===== config.mk =====
export PLATFORM = sky130hd
export DESIGN_NAME = riscv_instr_arbiter
export DESIGN_NICKNAME = d
export VERILOG_FILES = /design/src/rtl/riscv_defines.sv /design/src/rtl/riscv_instr_arb_fifo.sv /design/src/rtl/riscv_instr_arbiter.sv
export SDC_FILE = /design/constraint.sdc
export NUM_CORES = 1
export LEC_CHECK = 0
export BUFFER_PORTS_ARGS = -buffer_cell sky130_fd_sc_hd__buf_2
export CORE_MARGIN = 2
export CORE_UTILIZATION = 30
export CTS_CLUSTER_DIAMETER = 50
export DETAILED_ROUTE_END_ITERATION = 16
export PLACE_DENSITY = 0.81
export SYNTH_ARGS = -nofsm -noshare
export SYNTH_HDL_FRONTEND = slang
export SYNTH_HIERARCHICAL = 1
export SYNTH_SLANG_ARGS = --single-unit

===== constraint.sdc =====
create_clock -name clk -period 2.35 [get_ports clk]
set_input_delay 0.235 -clock clk [delete_from_list [all_inputs] [get_ports clk]]
set_output_delay 0.235 -clock clk [all_outputs]
set_load 0.01 [all_outputs]

===== src/rtl/riscv_defines.sv =====
// Shared definitions for the instruction-port arbiter:
// FSM state encoding and requester index constants.
package riscv_defines;

   typedef enum logic {
      ARB_FREE   = 1'b0,
      ARB_LOCKED = 1'b1
   } arb_state_e;

   localparam logic ARB_IF  = 1'b0;
   localparam logic ARB_SEC = 1'b1;

   localparam int unsigned ARB_ADDR_W = 32;

endpackage


===== src/rtl/riscv_instr_arb_fifo.sv =====
// Owner FIFO: remembers which requester owns each in-flight
// transaction so responses are routed back in order.
module riscv_instr_arb_fifo #(
   parameter int unsigned DEPTH = 2
) (
   input  logic clk,
   input  logic rst_n,
   input  logic push,
   input  logic din,
   input  logic pop,
   output logic full,
   output logic empty,
   output logic head
);

   localparam int unsigned PW = (DEPTH > 1) ? $clog2(DEPTH) : 1;
   localparam int unsigned CW = $clog2(DEPTH + 1);
   localparam logic [PW-1:0] PTR_LAST = PW'(DEPTH - 1);
   localparam logic [CW-1:0] CNT_MAX  = CW'(DEPTH);

   logic [DEPTH-1:0] mem_q;
   logic [PW-1:0]    rd_ptr_q;
   logic [PW-1:0]    wr_ptr_q;
   logic [CW-1:0]    count_q;
   logic             do_push;
   logic             do_pop;

   function automatic logic [PW-1:0] ptr_inc(input logic [PW-1:0] p);
      return (p == PTR_LAST) ? '0 : p + 1'b1;
   endfunction

   assign full    = (count_q == CNT_MAX);
   assign empty   = (count_q == '0);
   assign head    = mem_q[rd_ptr_q];
   assign do_push = push & ~full;
   assign do_pop  = pop & ~empty;

   // Storage and pointers; pointers wrap modulo DEPTH.
   always_ff @(posedge clk or negedge rst_n) begin
      if (!rst_n) begin
         mem_q    <= '0;
         rd_ptr_q <= '0;
         wr_ptr_q <= '0;
      end else begin
         if (do_push) begin
            mem_q[wr_ptr_q] <= din;
            wr_ptr_q        <= ptr_inc(wr_ptr_q);
         end
         if (do_pop) begin
            rd_ptr_q <= ptr_inc(rd_ptr_q);
         end
      end
   end

   // Occupancy count; simultaneous push and pop leaves it unchanged.
   always_ff @(posedge clk or negedge rst_n) begin
      if (!rst_n) begin
         count_q <= '0;
      end else begin
         case ({do_push, do_pop})
            2'b10:   count_q <= count_q + 1'b1;
            2'b01:   count_q <= count_q - 1'b1;
            default: count_q <= count_q;
         endcase
      end
   end

endmodule


===== src/rtl/riscv_instr_arbiter.sv =====
// Two-requester arbiter for the instruction memory port with
// round-robin selection, address-phase locking and in-order responses.
module riscv_instr_arbiter
   import riscv_defines::*;
#(
   parameter int unsigned MAX_OUTSTANDING = 2,
   parameter int unsigned RDATA_WIDTH     = 32
) (
   input  logic                             clk,
   input  logic                             rst_n,
   input  logic [1:0]                       req_i,
   input  logic [1:0][ARB_ADDR_W-1:0]       addr_i,
   output logic [1:0]                       gnt_o,
   output logic [1:0]                       rvalid_o,
   output logic [RDATA_WIDTH-1:0]           rdata_o,
   output logic [1:0]                       err_pmp_o,
   output logic                             instr_req_o,
   output logic [ARB_ADDR_W-1:0]            instr_addr_o,
   input  logic                             instr_gnt_i,
   input  logic                             instr_rvalid_i,
   input  logic [RDATA_WIDTH-1:0]           instr_rdata_i,
   input  logic                             instr_err_pmp_i,
   output logic                             busy_o
);

   arb_state_e state_q;
   arb_state_e state_d;
   logic       sel_q;
   logic       rr_last_q;
   logic       winner;
   logic       push;
   logic       fifo_full;
   logic       fifo_empty;
   logic       fifo_head;

   assign push = instr_req_o & instr_gnt_i;

   // FSM state register.
   always_ff @(posedge clk or negedge rst_n) begin
      if (!rst_n) begin
         state_q <= ARB_FREE;
      end else begin
         state_q <= state_d;
      end
   end

   // Next state: lock on an ungranted request, unlock on grant or drop.
   always_comb begin
      state_d = state_q;
      unique case (state_q)
         ARB_FREE: begin
            if (instr_req_o && !instr_gnt_i) begin
               state_d = ARB_LOCKED;
            end
         end
         ARB_LOCKED: begin
            if (push || !req_i[sel_q]) begin
               state_d = ARB_FREE;
            end
         end
         default: state_d = ARB_FREE;
      endcase
   end

   // Outputs: winner selection, memory request and response routing.
   always_comb begin
      winner    = ARB_IF;
      gnt_o     = '0;
      rvalid_o  = '0;
      err_pmp_o = '0;
      priority case (1'b1)
         state_q == ARB_LOCKED: winner = sel_q;
         &req_i:                winner = ~rr_last_q;
         req_i[ARB_SEC]:        winner = ARB_SEC;
         default:               winner = ARB_IF;
      endcase
      instr_req_o       = rst_n & req_i[winner] & ~fifo_full;
      instr_addr_o      = addr_i[winner];
      gnt_o[winner]     = instr_gnt_i & instr_req_o;
      rvalid_o[fifo_head]  = rst_n & instr_rvalid_i & ~fifo_empty;
      err_pmp_o[fifo_head] = rst_n & instr_rvalid_i & ~fifo_empty
                             & instr_err_pmp_i;
      rdata_o           = instr_rdata_i;
      busy_o            = rst_n & (~fifo_empty | (|req_i));
   end

   // Selection hold and round-robin history.
   always_ff @(posedge clk or negedge rst_n) begin
      if (!rst_n) begin
         sel_q     <= ARB_IF;
         rr_last_q <= ARB_SEC;
      end else begin
         if (state_q == ARB_FREE && state_d == ARB_LOCKED) begin
            sel_q <= winner;
         end
         if (push) begin
            rr_last_q <= winner;
         end
      end
   end

   riscv_instr_arb_fifo #(
      .DEPTH (MAX_OUTSTANDING)
   ) u_owner_fifo (
      .clk   (clk),
      .rst_n (rst_n),
      .push  (push),
      .din   (winner),
      .pop   (instr_rvalid_i),
      .full  (fifo_full),
      .empty (fifo_empty),
      .head  (fifo_head)
   );

   // Protocol checks on the memory and requester sides.
   always @(posedge clk) begin
      if (rst_n) begin
         assert (!(instr_gnt_i && !instr_req_o))
            else $warning("arbiter: grant without request");
         assert (!(instr_rvalid_i && fifo_empty))
            else $warning("arbiter: rvalid with no outstanding entry");
         assert (!(state_q == ARB_LOCKED && !req_i[sel_q]))
            else $warning("arbiter: locked requester dropped req");
      end
   end

endmodule


# Yosys cells after proc, flatten, opt, wreduce, memory -nomap -nowiden
# Index checks and enable logic that the tools add are counted.
[op_classes]
addsub = 4
magnitude_cmp = 8
n_eq_ne = 3
muxes = 24
bitwise = 17
n_reduce_logical = 12
[ops]
columns = ["cell", "n"]
rows = [
  ["$mux W32", 2],
  ["$mux W1", 16],
  ["$lt A1 B2 Y1 const B", 5],
  ["$and A1 B1 Y1", 9],
  ["$and A2 B2 Y2", 3],
  ["$logic_and A1 B1 Y1", 5],
  ["$eq A2 B2 Y1 const B", 2],
  ["$not A1 Y1", 4],
  ["$pmux W2 S2", 1],
  ["$demux W1 S1", 3],
  ["$ge A1 B1 Y1 const B", 3],
  ["$add A1 B1 Y1 const B", 2],
  ["$add A2 B1 Y2 const B", 1],
  ["$bwmux W2", 1],
  ["$eq A2 B1 Y1 const B", 1],
  ["$logic_not A1 Y1", 2],
  ["$logic_not A2 Y1", 1],
  ["$pmux W1 S2", 1],
  ["$reduce_and A2 Y1", 1],
  ["$reduce_bool A2 Y1", 1],
  ["$reduce_or A2 Y1", 1],
  ["$sub A2 B1 Y2 const B", 1],
  ["$logic_or A1 B1 Y1", 1],
  ["$or A1 B1 Y1", 1],
]
[word_totals]
reg_bits = 9
input_bits = 103
out_inout_bits = 72
word_cells = 75

# Depth between registers and ports, before layout
[depth]
ltp_word = 12
depth_mapped = 10

# Modules after synthesis
# Netlist, hierarchy kept.
[by_module_without_submodules]
columns = ["module", "instances", "cells_each", "area_per_inst_um2"]
rows = [
  ["riscv_instr_arbiter", 1, 103, 918.4],
  ["riscv_instr_arb_fifo", 1, 23, 282.8],
]

# Worst setup path after synthesis
# No wires, ideal clock.
[synth_timing]
path_type = "flip-flop to flip-flop"
from = "reg u_owner_fifo.count_q[0]"
to = "reg u_owner_fifo.count_q[1]"
setup_time_ns = 0.079
t_arrival_ns = 1.817
setup_slack_ns = 0.454
path_stages_with_launch = 10
period_less_slack_ns = 1.896
path_cell_list = "dfrtp_1 > nand2b_2 > inv_1 > nor2b_1 > nand3_1 > a21oi_1 > nand2_1 > ha_1 > nor2_1 > xor2_1"
[synth_via]
elab_chain_cells = 7
elab_cells_between_ends = 14
cone_classes = "add/sub (2); eq/ne (3); mux (1); bitwise (6); reduce/logical (2)"
[synth_lines]
columns = ["item", "line_no", "rtl"]
rows = [
  ["start, declared", "riscv_instr_arb_fifo.sv:24", "logic [CW-1:0] count_q;"],
  ["start signal, assigned", "riscv_instr_arb_fifo.sv:61", "2'b10: count_q <= count_q + 1'b1;"],
  ["start signal, assigned", "riscv_instr_arb_fifo.sv:62", "2'b01: count_q <= count_q - 1'b1;"],
  ["start signal, assigned", "riscv_instr_arb_fifo.sv:63", "default: count_q <= count_q;"],
  ["$eq A2 B2 Y1 (*)", "riscv_instr_arb_fifo.sv:32", "assign full = (count_q == CNT_MAX);"],
  ["via fifo_full", "riscv_instr_arbiter.sv:32", "logic fifo_full;"],
  ["$not A1 Y1 (*)", "riscv_instr_arbiter.sv:77", "instr_req_o = rst_n & req_i[winner] & ~fifo_full;"],
  ["$and A1 B1 Y1 (*)", "riscv_instr_arbiter.sv:77", ""],
  ["$and A1 B1 Y1 (*)", "riscv_instr_arbiter.sv:36", "assign push = instr_req_o & instr_gnt_i;"],
  ["via push", "riscv_instr_arbiter.sv:31", "logic push;"],
  ["$and A1 B1 Y1 (*)", "riscv_instr_arb_fifo.sv:35", "assign do_push = push & ~full;"],
  ["$eq A2 B1 Y1 or $eq A2 B2 Y1 (tied branches)", "riscv_instr_arb_fifo.sv:60", "case ({do_push, do_pop})"],
  ["$pmux W2 S2 or $reduce_bool A2 Y1 (tied branches)", "-", ""],
]
# Mark *: on every way through the listed nets, which the timed path passes. The rest lies on a longest branch.
# A chain may end at the register's enable or synchronous reset.

# Worst setup path in the final report
# Same ends and word-level chain as after synthesis.

==> impl_metrics.py <==
metrics = {
    "detailed_routing": {
        "wl_um": 3150,
        "post-route-drc-count": 0,
        "vias": 1174,
        "antenna_left": 0,
        "drtPass1Iterations": 4,
        "avgRoutedWirePerCell_um": 12.3,
        "drtIter0Drc": 14,
        "viasPerCell": 4.57,
    },
    "setup_path": {
        "worst_ep_required_time_ns": 2.50,
        "r2r_slack_ns": 0.25,
        "cpPeakStageDelay_ns": 0.41,
        "start_kind": "flop",
        "critPathArrivalTime_ns": 2.24,
        "worstSetupEndpointType": "flop",
        "path_class": "flop to flop",
        "slowest_stage": "dfrtp_1",
        "critPathMaxFanout": 5,
        "cp_cell_sequence": "nand2b_2 > inv_1 > nor2b_1 > nand3_1 > a21oi_2 > nand2_1 > ha_1 > xnor2_1 > nor2_1 > xor2_1",
    },
    "sta": {
        "fmax_mhz": 477,
        "hold_viol": 0,
        "finalSetupTns_ns": 0,
        "maxSlewViolCount": 0,
        "relSlewSlack_pct": 75.1,
        "period_needed_ns": 2.10,
        "fin_ws_ns": 0.252,
        "post-route-period-util_pct": 89.3,
        "rsz0062_at_grt": "no",
        "skew_ns": 0.00145,
        "tightestPinTransition_ns": 0.368,
        "finalSetupViolCount": 0,
    },
    "synthesis": {
        "synth.cell_area_sq_mm": 0.00120,
        "async_flop_share_pct": 100,
        "synth_seq_cells": 9,
        "synth-main-ff-cell": "dfrtp_1",
        "netlist_instances": 126,
        "synth_warnings": 6,
        "syn_avg_cell_area_sq_um": 9.53,
        "synth-edff-count": 0,
        "syn-num-nets": 230,
        "synth_cell_type_count": 28,
        "yosysSeqAreaShare_pct": 18.9,
    },
    "grt": {
        "grt_pass1_vias": 1057,
        "grt_pass1_wl_um": 4280,
        "grt_usage_pct": 12.4,
        "grt_remaining_overflow": 0,
        "grt_max_degree": 21,
        "antenna_found_initial": 0,
    },
    "power": {
        "p_switching_uw": 597,
        "p_seq_share_pct": 21.8,
        "p_int_uw": 883,
        "ir_worst_vdd_mv": 0.356,
        "power.density_mw_per_mm2": 914,
        "clkPwrFrac_pct": 12.0,
        "leakagePower_nw": 0.859,
        "p_sw_share_pct": 40.3,
        "p_comb_share_pct": 66.3,
    },
    "clock_tree": {
        "cts_tree": "yes",
        "cts_sinks": 9,
        "path_clk_slew_ns": 0.05,
        "cts_max_level": 1,
        "cts_setup_buffers": 0,
        "clk_latency_ns": 0.23,
        "clk_path_buf_depth": 2,
        "cts_buffers": 3,
        "ctsRootBufferMaster": "clkbuf_8",
    },
    "floorplan": {
        "dieArea_sq_mm": 0.00453,
        "std_cell_rows": 22,
        "core_area_sq_mm": 0.00374,
        "start_util_pct": 32.1,
        "fp.dieW_um": 67.3,
        "ios": 175,
        "die_y_um": 67.3,
    },
    "layout": {
        "area_growth_syn_to_layout_pct": 34.8,
        "stdcell_area_sq_mm": 0.00162,
        "layout-drive-gt1-share_pct": 73.7,
        "final_common_cell": "buf_2",
        "layout_common_cells": "buf_2, mux2_2, nor2_1",
        "n_antenna_cell": 0,
        "final_util_pct": 43.2,
        "nNetsFinal": 314,
    },
    "place": {
        "placed_area_sq_mm": 0.00156,
        "io_buffer_count": 110,
        "dp_hpwl_um": 2710,
        "preCtsSetupSlack_ns": 0.204,
        "gp_congestion": 0.774,
    },
    "job": {
        "maxCapViolCount": 0,
    },
    "worst_hold_path": {
        "hold_class": "input port to flop",
    },
    "status": {
        "status": "complete, no violations",
    },
}
[cells by family (layout without fill, tap and decap cells)]
kind of cell,Yosys count,count (layout),synth area share (%)
simple gates,30,30,13.5
compound gates,8,8,6.35
xor+xnor,5,5,3.65
flops,9,9,18.9
mux,35,35,32.8
fa+ha+maj,1,1,1.04
buf+inv,38,121,23.7
[through the flow]
| stage | std cells | power, mW | hold slack (ns) |
|---|---|---|---|
| 2_1_floorplan | 126 | 1.07 | -0.0606 |
| 3_3_place_gp | 252 | 1.29 | 0.183 |
| 3_5_place_dp | 252 | 1.31 | 0.183 |
| 4_1_cts | 257 | 1.50 | 0.238 |
| 5_1_grt | 257 | 1.61 | 0.250 |
| 6_report | 257 | 1.48 | 0.241 |
[cell usage after synthesis, types with 2 or more instances]
| cell type | count | share of area, % |
|---|---|---|
| o2bb2ai_1 | 2 | 1.5 |
| nand2_1 | 4 | 1.2 |
| nand2b_1 | 2 | 1.0 |
| nor2b_1 | 2 | 1.0 |
| a21boi_0 | 2 | 1.2 |
| xnor2_1 | 3 | 2.2 |
| dfrtp_1 | 8 | 17 |
| mux2_1 | 2 | 1.9 |
| nand3b_1 | 3 | 1.9 |
| mux2_2 | 33 | 31 |
| buf_6 | 3 | 2.8 |
| nor2_1 | 10 | 3.1 |
| and3_1 | 2 | 1.0 |
| inv_1 | 3 | 0.94 |
| nand3_1 | 2 | 0.83 |
| xor2_1 | 2 | 1.5 |
| buf_4 | 32 | 20 |
[layer usage]
layer	vias to the layer above	global-route usage [%]	part of all wire [%]	wire, um
met5	-	0	0	0
met4	0	5.61	1.1	34
met3	4	2.50	8.9	279
met2	56	21.7	53	1660
met1	545	14.5	37	1170
li1	569	-	-	-
[critical path: cells and delay by family, from the launching register on]
kind	cells	cell delay, ns
simple gates	5	0.84
xor+xnor	2	0.30
buf+inv	1	0.08
compound gates	1	0.18
fa+ha+maj	1	0.21
flops	1	0.41
[flip-flops by register name, indices dropped and copies added (netlist names)]
register / cells
u_owner_fifo/rd_ptr_q: 1
state_q: 1
sel_q: 1
rr_last_q: 1
u_owner_fifo/mem_q: 2
u_owner_fifo/count_q: 2
u_owner_fifo/wr_ptr_q: 1
[worst paths after layout]
check                                        start                       to  depth (start not counted)
hold reg to reg              u_owner_fifo/mem_q[1]    u_owner_fifo/mem_q[1]                          1
setup / recovery           u_owner_fifo/count_q[0]  u_owner_fifo/count_q[1]                         10
min in group asynchronous                    rst_n                  state_q                          3
setup reg to reg           u_owner_fifo/count_q[0]  u_owner_fifo/count_q[1]                         10
max in group asynchronous                    rst_n                rr_last_q                          3
hold / removal                         instr_gnt_i                  state_q                          2
[layout make-up]
class	count	area (sq um)
clock buffers	4	45.0
repair buffers	114	583
multi-input cells	79	693
fillers	370	2120
inverters	3	11.3
flip-flops and latches	9	226
well taps	48	60.1
[what timing repair did]
item / in CTS / in global routing
gates resized for setup: 0 / 1
setup endpoints to repair: 0 / 1
hold buffers: 1 / 0
hold endpoints to repair: 8 / 0
[power groups by stage]
| stage | Combinational [mW] | Clock [mW] | Sequential [mW] |
|---|---|---|---|
| after CTS | 0.993 | 0.181 | 0.323 |
| after global placement | 0.971 | 0 | 0.316 |
| after floorplan | 0.766 | 0 | 0.305 |
| final | 0.980 | 0.177 | 0.322 |
| after detailed placement | 0.986 | 0 | 0.324 |
| after global routing | 1.08 | 0.193 | 0.334 |
Note: power is estimated with default switching activity, not from simulation.
